==> src/rtl/seq_alu_core.sv <==
// seq_alu_core: registered WIDTH-bit ALU with valid/ready handshakes, status
// flags and a multi-cycle shift-add unsigned multiplier. One operation is in
// flight at a time.
//
// Build option: define SEQ_ALU_SAT_EN to make ADD/SUB saturate on signed
// overflow (flag_v still reports the overflow, flag_c is unaffected). Without
// it ADD/SUB wrap modulo 2^WIDTH and no saturation logic exists.
//
// Parameters:
//   WIDTH      operand/result width, >= 4 and a power of two
// Ports:
//   clk        rising-edge clock
//   rst        synchronous reset, active high
//   in_valid   command valid          in_ready   core idle, can accept
//   a, b       operands               op         0 ADD 1 SUB 2 AND 3 OR
//                                                4 XOR 5 SHL 6 SHR 7 MUL
//   out_valid  result valid           out_ready  consumer takes result
//   result     result (low half for MUL)
//   result_hi  MUL high half, 0 for other ops
//   flag_z     result zero (MUL: whole 2*WIDTH product zero)
//   flag_c     ADD carry / SUB borrow, 0 otherwise
//   flag_v     ADD/SUB signed overflow; MUL high half nonzero; 0 otherwise

module seq_alu_core #(
  parameter int WIDTH = 8
) (
  input  logic             clk,
  input  logic             rst,
  input  logic             in_valid,
  output logic             in_ready,
  input  logic [WIDTH-1:0] a,
  input  logic [WIDTH-1:0] b,
  input  logic [2:0]       op,
  output logic             out_valid,
  input  logic             out_ready,
  output logic [WIDTH-1:0] result,
  output logic [WIDTH-1:0] result_hi,
  output logic             flag_z,
  output logic             flag_c,
  output logic             flag_v
);

  localparam int SHW = $clog2(WIDTH);

  localparam logic [2:0] OP_ADD = 3'd0;
  localparam logic [2:0] OP_SUB = 3'd1;
  localparam logic [2:0] OP_AND = 3'd2;
  localparam logic [2:0] OP_OR  = 3'd3;
  localparam logic [2:0] OP_XOR = 3'd4;
  localparam logic [2:0] OP_SHL = 3'd5;
  localparam logic [2:0] OP_SHR = 3'd6;
  localparam logic [2:0] OP_MUL = 3'd7;

  typedef enum logic [1:0] {
    IDLE    = 2'd0,
    MUL_RUN = 2'd1,
    DONE    = 2'd2
  } state_t;

  state_t state_q, state_d;

  // multiplier datapath
  logic [2*WIDTH-1:0] acc_q;
  logic [2*WIDTH-1:0] mcand_q;
  logic [WIDTH-1:0]   mplier_q;
  logic [SHW-1:0]     cnt_q;
  logic [2*WIDTH-1:0] acc_sum;
  logic               mul_last;

  // single-cycle ALU
  logic [WIDTH:0]     sum_w;
  logic [WIDTH:0]     diff_w;
  logic [WIDTH-1:0]   alu_res;
  logic               alu_c;
  logic               alu_v;

  logic               accept;

  assign accept   = in_valid && in_ready;
  // cnt_q counts completed MUL_RUN cycles; the WIDTH-th cycle is the last
  assign mul_last = (state_q == MUL_RUN) && (cnt_q == SHW'(WIDTH - 1));
  assign acc_sum  = acc_q + (mplier_q[0] ? mcand_q : '0);

  // ---------------------------------------------------------------------
  // FSM: state register
  // ---------------------------------------------------------------------
  always_ff @(posedge clk) begin
    if (rst) state_q <= IDLE;
    else     state_q <= state_d;
  end

  // ---------------------------------------------------------------------
  // FSM: next state
  // ---------------------------------------------------------------------
  always_comb begin
    state_d = state_q;
    case (state_q)
      IDLE: begin
        if (accept) state_d = (op == OP_MUL) ? MUL_RUN : DONE;
      end
      MUL_RUN: begin
        if (mul_last) state_d = DONE;
      end
      DONE: begin
        if (out_ready) state_d = IDLE;
      end
      default: state_d = IDLE;
    endcase
  end

  // ---------------------------------------------------------------------
  // FSM: outputs. in_ready depends only on state, so out_ready never
  // reaches in_ready combinationally; a new command lands the cycle after
  // the result handshake at the earliest.
  // ---------------------------------------------------------------------
  always_comb begin
    in_ready  = (state_q == IDLE);
    out_valid = (state_q == DONE);
  end

  // ---------------------------------------------------------------------
  // Single-cycle ops, evaluated on the live inputs at the accept edge
  // ---------------------------------------------------------------------
  always_comb begin
    sum_w   = {1'b0, a} + {1'b0, b};
    diff_w  = {1'b0, a} - {1'b0, b};
    alu_res = '0;
    alu_c   = 1'b0;
    alu_v   = 1'b0;
    case (op)
      OP_ADD: begin
        alu_res = sum_w[WIDTH-1:0];
        alu_c   = sum_w[WIDTH];
        alu_v   = (a[WIDTH-1] == b[WIDTH-1]) && (sum_w[WIDTH-1] != a[WIDTH-1]);
      end
      OP_SUB: begin
        alu_res = diff_w[WIDTH-1:0];
        alu_c   = diff_w[WIDTH];  // borrow: a < b unsigned
        alu_v   = (a[WIDTH-1] != b[WIDTH-1]) && (diff_w[WIDTH-1] != a[WIDTH-1]);
      end
      OP_AND: alu_res = a & b;
      OP_OR:  alu_res = a | b;
      OP_XOR: alu_res = a ^ b;
      OP_SHL: alu_res = a << b[SHW-1:0];
      OP_SHR: alu_res = a >> b[SHW-1:0];
      default: alu_res = '0;  // MUL goes through the iterative path
    endcase
`ifdef SEQ_ALU_SAT_EN
    // On overflow the true result lies beyond the range on the side of a's
    // sign for both ADD and SUB, so a's sign picks the clamp value.
    if ((op == OP_ADD || op == OP_SUB) && alu_v)
      alu_res = a[WIDTH-1] ? {1'b1, {(WIDTH-1){1'b0}}} : {1'b0, {(WIDTH-1){1'b1}}};
`endif
  end

  // ---------------------------------------------------------------------
  // Datapath registers. Results only change at a completion, so they stay
  // stable through DONE backpressure and after returning to IDLE.
  // ---------------------------------------------------------------------
  always_ff @(posedge clk) begin
    if (rst) begin
      result    <= '0;
      result_hi <= '0;
      flag_z    <= 1'b0;
      flag_c    <= 1'b0;
      flag_v    <= 1'b0;
      acc_q     <= '0;
      mcand_q   <= '0;
      mplier_q  <= '0;
      cnt_q     <= '0;
    end else if (accept) begin
      if (op == OP_MUL) begin
        acc_q    <= '0;
        mcand_q  <= {{WIDTH{1'b0}}, a};
        mplier_q <= b;
        cnt_q    <= '0;
      end else begin
        result    <= alu_res;
        result_hi <= '0;
        flag_z    <= (alu_res == '0);
        flag_c    <= alu_c;
        flag_v    <= alu_v;
      end
    end else if (state_q == MUL_RUN) begin
      acc_q    <= acc_sum;
      mcand_q  <= mcand_q << 1;
      mplier_q <= mplier_q >> 1;
      cnt_q    <= cnt_q + SHW'(1);
      if (mul_last) begin
        result    <= acc_sum[WIDTH-1:0];
        result_hi <= acc_sum[2*WIDTH-1:WIDTH];
        flag_z    <= (acc_sum == '0);
        flag_c    <= 1'b0;
        flag_v    <= (acc_sum[2*WIDTH-1:WIDTH] != '0);
      end
    end
  end

endmodule

==> config.mk <==
export PLATFORM = sky130hd
export DESIGN_NAME = seq_alu_core
export DESIGN_NICKNAME = d
export VERILOG_FILES = /design/src/rtl/seq_alu_core.sv
export SDC_FILE = /design/constraint.sdc
export NUM_CORES = 1
export LEC_CHECK = 0
export ABC_AREA = 1
export CAP_MARGIN = 20
export CORE_MARGIN = 2
export CORE_UTILIZATION = 30
export CTS_CLUSTER_DIAMETER = 40
export DETAILED_ROUTE_END_ITERATION = 10
export GPL_ROUTABILITY_DRIVEN = 0
export PLACE_DENSITY = 0.58
export SYNTH_ARGS = -nofsm -noshare
export SYNTH_HDL_FRONTEND = slang
export SYNTH_SLANG_ARGS = --single-unit
==> constraint.sdc <==
create_clock -name clk -period 2.5 [get_ports clk]
set_clock_uncertainty 0.2 [all_clocks]
set_input_delay 0.5 -clock clk [delete_from_list [all_inputs] [get_ports clk]]
set_output_delay 0.5 -clock clk [all_outputs]
set_load 0.05 [all_outputs]
### Yosys cells after proc, flatten, opt, wreduce, memory -nomap -nowiden

Index checks and enable logic that the tools add are counted.

* add/subtract/negate cells: 4
* eq/ne operators: 19
* shift operators: 2
* muxes and demuxes: 41
* bitwise logic cells: 3
* reductions and logical operators: 14

Operators with widths (count)
* $mux W16: 7
* $mux W8: 11
* $pmux W8 S7: 1
* $add A16 B16 Y16: 1
* $logic_not A16 Y1: 1
* $eq A3 B3 Y1 const B: 5
* $mux W1: 12
* $add A8 B8 Y9: 1
* $mux W3: 3
* $sub A8 B8 Y9: 1
* $and A8 B8 Y8: 1
* $logic_not A8 Y1: 1
* $mux W2: 4
* $or A8 B8 Y8: 1
* $reduce_bool A8 Y1: 1
* $shl A8 B3 Y8: 1
* $shr A8 B3 Y8: 1
* $xor A8 B8 Y8: 1
* $eq A3 B2 Y1 const B: 2
* $ne A2 B1 Y1 const B: 3
* $pmux W2 S3: 1
* $reduce_and A3 Y1: 2
* $logic_and A1 B1 Y1: 4
* $ne A2 B2 Y1 const B: 2
* other kinds (11): 15

* register bits: 64
* bits of input ports: 23
* output and inout bits: 21
* word-level logic and storage cells: 93

### Longest topological paths before layout

Gate-level depths: netlist (run 1).

* word-level depth: 6
* gate-level depth with buffers: 21
* depth with buffers taken out: 19

### Worst setup path before layout (run 1)

No wires, ideal clock.

* path kind: register to register
* start: register mplier_q[0]
* end: register result[7]
* library setup time: 0.128 ns
* arrival: 2.073 ns
* required time: 2.172 ns
* slack: 0.099 ns
* stages on the path, launching flop included: 15
* path buffers: 2
* period minus slack after synthesis: 2.401 ns
* cells stage by stage: dfxtp_1 clkbuf_1 clkbuf_1 nand2_1 inv_1 ha_1 nand2_1 nand3_1 nand2_1 nand2_1 xnor2_1 inv_1 a22o_1 a21oi_1 nor2_1

* cells in the longest elaborated chain, start to end: 5

RTL lines
* start: declaration: RTL line 65 `logic [WIDTH-1:0] mplier_q;`
* start signal: assignment: RTL line 187 `mplier_q <= mplier_q >> 1;`
* $mux W16: RTL line 82 `assign acc_sum = acc_q + (mplier_q[0] ? mcand_q : '0);`
* $add A16 B16 Y16: RTL line 82
* $mux W8: RTL line 189 `if (mul_last) begin`
* $mux W8: RTL line 184 `end else if (state_q == MUL_RUN) begin`
* $mux W8: RTL line 171 `end else if (accept) begin`
* end signal: assignment: RTL line 178 `result <= alu_res;`
* end signal: assignment: RTL line 190 `result <= acc_sum[WIDTH-1:0];`
* end: declaration: RTL line 36 `output logic [WIDTH-1:0] result,`

Every way passes these cells. The select of a mux whose other input is x is not followed.
A chain may end at the register's enable or synchronous reset.

### Worst setup path after layout (run 1)

* start: register mplier_q[0]
* end: register flag_z

* cells in the longest elaborated chain, start to end: 6

RTL lines
* $mux W16: RTL line 82
* $add A16 B16 Y16: RTL line 82
* $logic_not A16 Y1: RTL line 192 `flag_z <= (acc_sum == '0);`
* $mux W1: RTL line 189
* $mux W1: RTL line 184
* $mux W1: RTL line 171
* end signal: assignment: RTL line 180 `flag_z <= (alu_res == '0);`
* end signal: assignment: RTL line 192
* end: declaration: RTL line 38 `output logic flag_z,`

Every way passes these cells. The select of a mux whose other input is x is not followed.

==> metrics.csv, run 1 <==
stage;metric;value;unit
outcome;status;complete, no violations;
worst_setup_path;path_class;flop to flop;
global_routing;grt_usage;0.185;
drt;via_count;6403;
global_routing;antenna_found_initial;0;
drt;vias_per_cell;4.89;
finish;fillers;1892;
synth;yosys_warnings;0;
drt;drt_iter0_drc;521;
clock_tree;numCtsBuffers;9;
clock_tree;htreeDepth;3;
finish;final_core_util;0.440;
floorplanning;die_h;140;um
finish;diodes;0;
synth;synth-async-reset-ratio;0;
clock_tree;cts_root_buf;clkbuf_16;
synth;synthTopCellsByArea;dfxtp_1 23%, nand2_1 21%, ha_1 9.4%;
global_routing;grt_max_degree;40;
place;dp_hpwl;14300;um
synth;synth-edff-count;0;
worst_setup_path;critical_path.endpoint_type;flop;
floorplanning;design.core.area;0.0181;mm2
drt;firstDrtPassIters;6;
synth;synth_commonest_cells;312 x nand2_1, 119 x inv_1, 92 x nand3_1;
worst_setup_path;reg2reg_slack;40;ps
floorplanning;die-area;0.0197;mm2
sta;worstMarginPinSlew;507;ps
finish;areaGrowthSynthToFinish;42.7;%
drt;drc;0;
drt;wl_per_cell;14.3;um
worst_setup_path;startpoint_type;flop;
synth;synthCells;924;
clock_tree;clk_path_buf_depth;2;
finish;layout-drive-gt1-share;0.261;
sta;setup_viol;0;
clock_tree;clk_latency;330;ps
clock_tree;cts.sinks;64;
synth;ys_seq_area_frac;0.230;
finish;fin_nets;1143;
synth;synth.distinct_cells;37;
drt;final_antenna_net_count;0;
power_and_ir_drop;power_leakage;3.92;nW
worst_hold_path;hp-class;flop to flop;
power_and_ir_drop;vdd_drop_max;0.324;mV
sta;min_period_over_period;0.985;
place;port_buffers;43;
sta;max_freq;406;MHz
synth;synth_most_common_cell;nand2_1;
worst_setup_path;path_max_fanout;4;
clock_tree;cts_tree;built;
synth;syn-num-nets;992;
sta;final_max_slew_viol_count;0;
sta;post-route-min-period;2460;ps
sta;timing_hold_violations_final;0;
place;dp.cells;1282;
synth;ys_ff_latch;64;
synth;avgSynthCellArea;6.03;um2
worst_setup_path;arrival;2530;ps
global_routing;first_global_vias;5897;
synth;synth_top_area_frac;0.230;
worst_setup_path;crit_required;2570;ps
finish;final_area;0.00795;mm2
synth;synth_flop_cell;dfxtp_1;
finish;fin_cells;1309;
place;place_area;0.00701;mm2
floorplanning;start_util;0.308;
global_routing;grt_pass1_wl;29800;um
floorplanning;die_w;140;um
synth;syn_area;0.00557;mm2
flow_run;cap_violations;0;
floorplanning;pin_count;44;
floorplanning;rows;49;
drt;wl;18700;um
sta;rsz0062_at_grt;yes;
sta;slew_headroom;0.661;
global_routing;gr-total-overflow;0;
clock_tree;clk_pin_slew_worst_paths;60;ps
synth;yosys.area.top_type;dfxtp_1;
power_and_ir_drop;power_density;423;mW/mm2
## per-stage QoR
| step | worst slack [ps] | total power [mW] | hold WS, ps | TNS (ps) |
|---|---|---|---|---|
| global route | -98.9 | 3.52 | 293 | -186 |
| global placement | -433 | 1.92 | 251 | -3500 |
| finish | 36.8 | 3.36 | 263 | 0 |
| detailed placement | -470 | 1.92 | 256 | -4180 |
| floorplan | 99.4 | 1.55 | 233 | 0 |
| CTS | -32.0 | 3.32 | 266 | -46.9 |
## power by group
group	leakage (nW)	total [mW]	switching (mW)	internal, mW
registers	0.520	1.08	0.0243	1.05
clock network	0.161	1.39	0.503	0.884
logic	3.24	0.898	0.520	0.378
total	3.92	3.36	1.05	2.31
## worst max-delay path, cell delays in order (launching register included)
cell	delay, ps
dfxtp_4	360
nand2_2	60
inv_2	40
ha_4	150
fa_2	390
nand3_2	100
nand3_4	100
buf_4	140
nand3_1	90
nand4_1	110
nand2_2	120
nand2_2	80
nor2_4	130
nand3_2	110
nand2_1	80
nor2_1	40
nor2_1	80
## what timing repair did
item                       in CTS  in global routing
hold buffers                    0                  0
resized for setup              12                125
setup endpoints to repair       7                 18
pin swaps                       0                 38
buffers inserted                1                 10
gates cloned                    0                  0
## area by class of cell
type	count	area, um2	share of cell area
clock buffers	9	225	0.0283
clock inverters	7	100	0.0126
inverters	128	480	0.0604
multi-input cells	699	4100	0.515
flip-flops and latches	64	1280	0.162
well taps	229	287	0.0360
repair buffers	173	1480	0.186
## cell usage in the layout, fill, tap and decap left out, types with 4 or more instances in the layout
cell and count:
nor2_2 23, o21ai_1 7, nor3_1 4, clkbuf_16 9
inv_1 108, nor2_1 49, nand3_2 14, buf_4 123
dlymetal6s2s_1 10, ha_1 21, clkdlybuf4s50_1 32, ha_4 19
a31oi_1 19, buf_6 4, nand2_1 286, nand2_2 27
a21oi_1 57, nor2_4 9, inv_2 20, o21ai_0 28
nand3_1 82, nand4_1 16, dfxtp_1 63, a21oi_2 5
## cells by family (layout without fill, tap and decap cells)
kind of cell,Yosys count,after routing,synth area share
xor+xnor,7,7,0.0110
flops,64,64,0.230
fa+ha+maj,45,45,0.105
compound gates,122,122,0.118
buf+inv,161,317,0.124
simple gates,525,525,0.412
## worst paths after layout
path	start	endpoint	cells after the start
setup / recovery	mplier_q[0]	flag_z	16
hold / removal	result_hi[3]	result_hi[3]	2
setup reg to reg	mplier_q[0]	flag_z	16
hold reg to reg	result_hi[3]	result_hi[3]	2
## per-layer routing
metal	up-vias	GRT usage	wire [um]
li1	3251	-	-
met2	214	0.295	8500
met3	24	0.0270	1100
met1	2914	0.269	8930
met4	0	0.0282	196
met5	-	0	0
## registers in the layout, summed over array words and instances, names as in the netlist
register	cells
acc_q	16
cnt_q	3
flag_c	1
flag_v	1
flag_z	1
mcand_q	16
mplier_q	8
result	8
result_hi	8
state_q	2
Note: power is estimated with default switching activity, not from simulation.
==> inputs of run 2 (changes only) <==
Settings changed: RECOVER_POWER set to 50.
==> run 2 against run 1 <==
Net effect:
- maximum frequency barely moved
- setup slack got worse by 0.66 ps
- sequential cell count did not move
- clock power barely moved
- non-clock buffer count did not move
- total power fell by 0.32%
- highest routed layer unchanged
==> metrics.csv, run 2 (synthesized netlist as in run 1, its figures left out) <==
stage;metric;value;unit;change
outcome;status;complete, no violations;;unchanged
power_and_ir_drop;switchingPower;1.05;mW;about the same
place;port_buffers;43;;unchanged
drt;firstDrtPassIters;5;;was 6
finish;top_regs;acc_q (16), mcand_q (16);;unchanged
power_and_ir_drop;power_leakage;3.95;nW;was 3.92 nW
floorplanning;die-area;0.0197;mm2;unchanged
worst_hold_path;hold_start;result_hi[5];;was result_hi[3]
worst_setup_path;timing.rr.end;flag_z;;unchanged
floorplanning;start_util;0.308;;unchanged
power_and_ir_drop;power_frac_seq;0.321;;was 0.320
clock_tree;cts.sinks;64;;unchanged
drt;wl;18700;um;about the same
finish;areaGrowthSynthToFinish;42.3;%;was 42.7%
worst_setup_path;cp-startpoint;mplier_q[0];;unchanged
sta;min_period_over_period;0.986;;was 0.985
power_and_ir_drop;power_density;423;mW/mm2;about the same
floorplanning;pin_count;44;;unchanged
worst_setup_path;r2r_cells;16;;unchanged
power_and_ir_drop;swShare;0.312;;about the same
clock_tree;clk_latency;330;ps;about the same
drt;vias_per_cell;4.88;;was 4.89
sta;setup_viol;0;;unchanged
worst_setup_path;crit_required;2570;ps;about the same
finish;fin_nets;1143;;unchanged
finish;layout_commonest_cell;nand2_1;;unchanged
worst_hold_path;min_path_cells;2;;unchanged
drt;drc;0;;unchanged
place;dp_hpwl;14300;um;unchanged
clock_tree;cts_root_buf;clkbuf_16;;unchanged
global_routing;grt_max_degree;40;;unchanged
worst_hold_path;hp-class;flop to flop;;unchanged
sta;holdWs;259;ps;was 263 ps
worst_hold_path;hold_end;result_hi[5];;was result_hi[3]
worst_setup_path;path_class;flop to flop;;unchanged
worst_setup_path;arrival;2530;ps;about the same
power_and_ir_drop;comb_power_share;0.265;;was 0.267
sta;max_freq;406;MHz;about the same
worst_setup_path;rr_startpoint;mplier_q[0];;unchanged
clock_tree;cts_tree;built;;unchanged
power_and_ir_drop;clkPwrFrac;0.414;;was 0.413
drt;drt_iter0_drc;457;;was 521
finish;layout-drive-gt1-share;0.259;;was 0.261
floorplanning;design.core.area;0.0181;mm2;unchanged
clock_tree;numCtsBuffers;9;;unchanged
place;dp.cells;1282;;unchanged
sta;final_max_slew_viol_count;0;;unchanged
sta;timing_hold_violations_final;0;;unchanged
finish;fin_cells;1309;;unchanged
drt;final_antenna_net_count;0;;unchanged
power_and_ir_drop;fin_total_pwr;3.35;mW;was 3.36 mW
drt;wl_per_cell;14.3;um;about the same
clock_tree;htreeDepth;3;;unchanged
floorplanning;die_h;140;um;unchanged
flow_run;cap_violations;0;;unchanged
global_routing;antenna_found_initial;0;;unchanged
clock_tree;clk_pin_slew_worst_paths;60;ps;about the same
drt;via_count;6388;;was 6403
floorplanning;rows;49;;unchanged
power_and_ir_drop;vdd_drop_max;0.325;mV;was 0.324 mV
finish;final_cell_mix;286 x nand2_1, 121 x buf_4, 108 x inv_1;;was 286 x nand2_1, 123 x buf_4, 108 x inv_1
finish;fillers;1894;;was 1892
worst_setup_path;reg2reg_slack;40;ps;about the same
worst_setup_path;startpoint_type;flop;;unchanged
place;place_area;0.00701;mm2;unchanged
clock_tree;clk_path_buf_depth;2;;unchanged
worst_setup_path;critical_path.endpoint_type;flop;;unchanged
sta;post-route-min-period;2460;ps;about the same
global_routing;gr-total-overflow;0;;unchanged
global_routing;first_global_vias;5897;;unchanged
finish;diodes;0;;unchanged
finish;final_core_util;0.438;;was 0.440
sta;worstMarginPinSlew;601;ps;was 507 ps
sta;slew_headroom;0.601;;was 0.661
worst_setup_path;path_max_fanout;4;;unchanged
floorplanning;die_w;140;um;unchanged
power_and_ir_drop;p_int;2.31;mW;about the same
global_routing;grt_pass1_wl;29800;um;unchanged
finish;final_area;0.00793;mm2;was 0.00795 mm2
global_routing;grt_usage;0.185;;unchanged
sta;rsz0062_at_grt;yes;;unchanged
## run 2: changes by cell type in the layout (fill, tap and decap cells not counted)
cell,previous run,this run
clkdlybuf4s50_1,32,13
dlygate4sd3_1,0,19
clkbuf_1,0,3
buf_4,123,121
dlymetal6s2s_1,10,8
clkbuf_4,0,1
nor2_1,49,50
nor2_2,23,22
## run 2: power by group through the flow
stage	Clock (mW)	Sequential [mW]	Combinational [mW]
finish	1.39	1.08	0.888
global route	1.46	1.08	0.968
CTS	1.41	1.08	0.832
detailed placement	0	1.10	0.820
global placement	0	1.10	0.824
floorplan	0	1.14	0.412
## run 2: final cells by class
type / instances / area [um2] / area share
Multi-Input combinational cell: 699 / 4090 / 0.516
Timing Repair Buffer: 173 / 1460 / 0.184
Sequential cell: 64 / 1280 / 0.162
Inverter: 128 / 480 / 0.0606
Tap cell: 229 / 287 / 0.0361
Clock buffer: 9 / 225 / 0.0284
Clock inverter: 7 / 100 / 0.0126
## run 2: metal layers
metal,track usage,part of all wire,vias up
met1,0.269,0.48,2901
met2,0.295,0.45,211
met3,0.0270,0.058,22
met4,0.0282,0.010,0
li1,-,-,3254
met5,0,0,-
## run 2: how the worst max path moves through the flow
| stage | endpoint | slack, ps | cells after the start |
|---|---|---|---|
| finish | flag_z | 40 | 16 |
| global route | flag_z | -100 | 18 |
| CTS | flag_z | -30 | 16 |
| detailed placement | flag_z | -470 | 17 |
| global placement | flag_z | -430 | 15 |
| floorplan | result[7] | 100 | 14 |
## run 2: worst max-delay path: stages (launching register included)
cell	delay (ps)
dfxtp_4	360
nand2_2	60
inv_2	40
ha_4	150
fa_2	390
nand3_2	100
nand3_4	100
buf_4	150
nand3_1	90
nand4_1	110
nand2_2	120
nand2_2	80
nor2_4	130
nand3_2	110
nand2_1	80
nor2_1	40
nor2_1	80
## run 2: per-stage QoR
step / setup WS, ps / setup TNS, ps
4_1_cts: -32.0 / -46.9
6_report: 36.1 / 0
3_3_place_gp: -433 / -3500
5_1_grt: -98.9 / -261
2_1_floorplan: 99.4 / 0
3_5_place_dp: -470 / -4180
## run 2: what timing repair did
action,4_1_cts,5_1_grt
pin swaps,0,38
hold buffers,0,0
buffers inserted,1,10
endpoints found under the setup margin,7,18
resized for setup,12,125
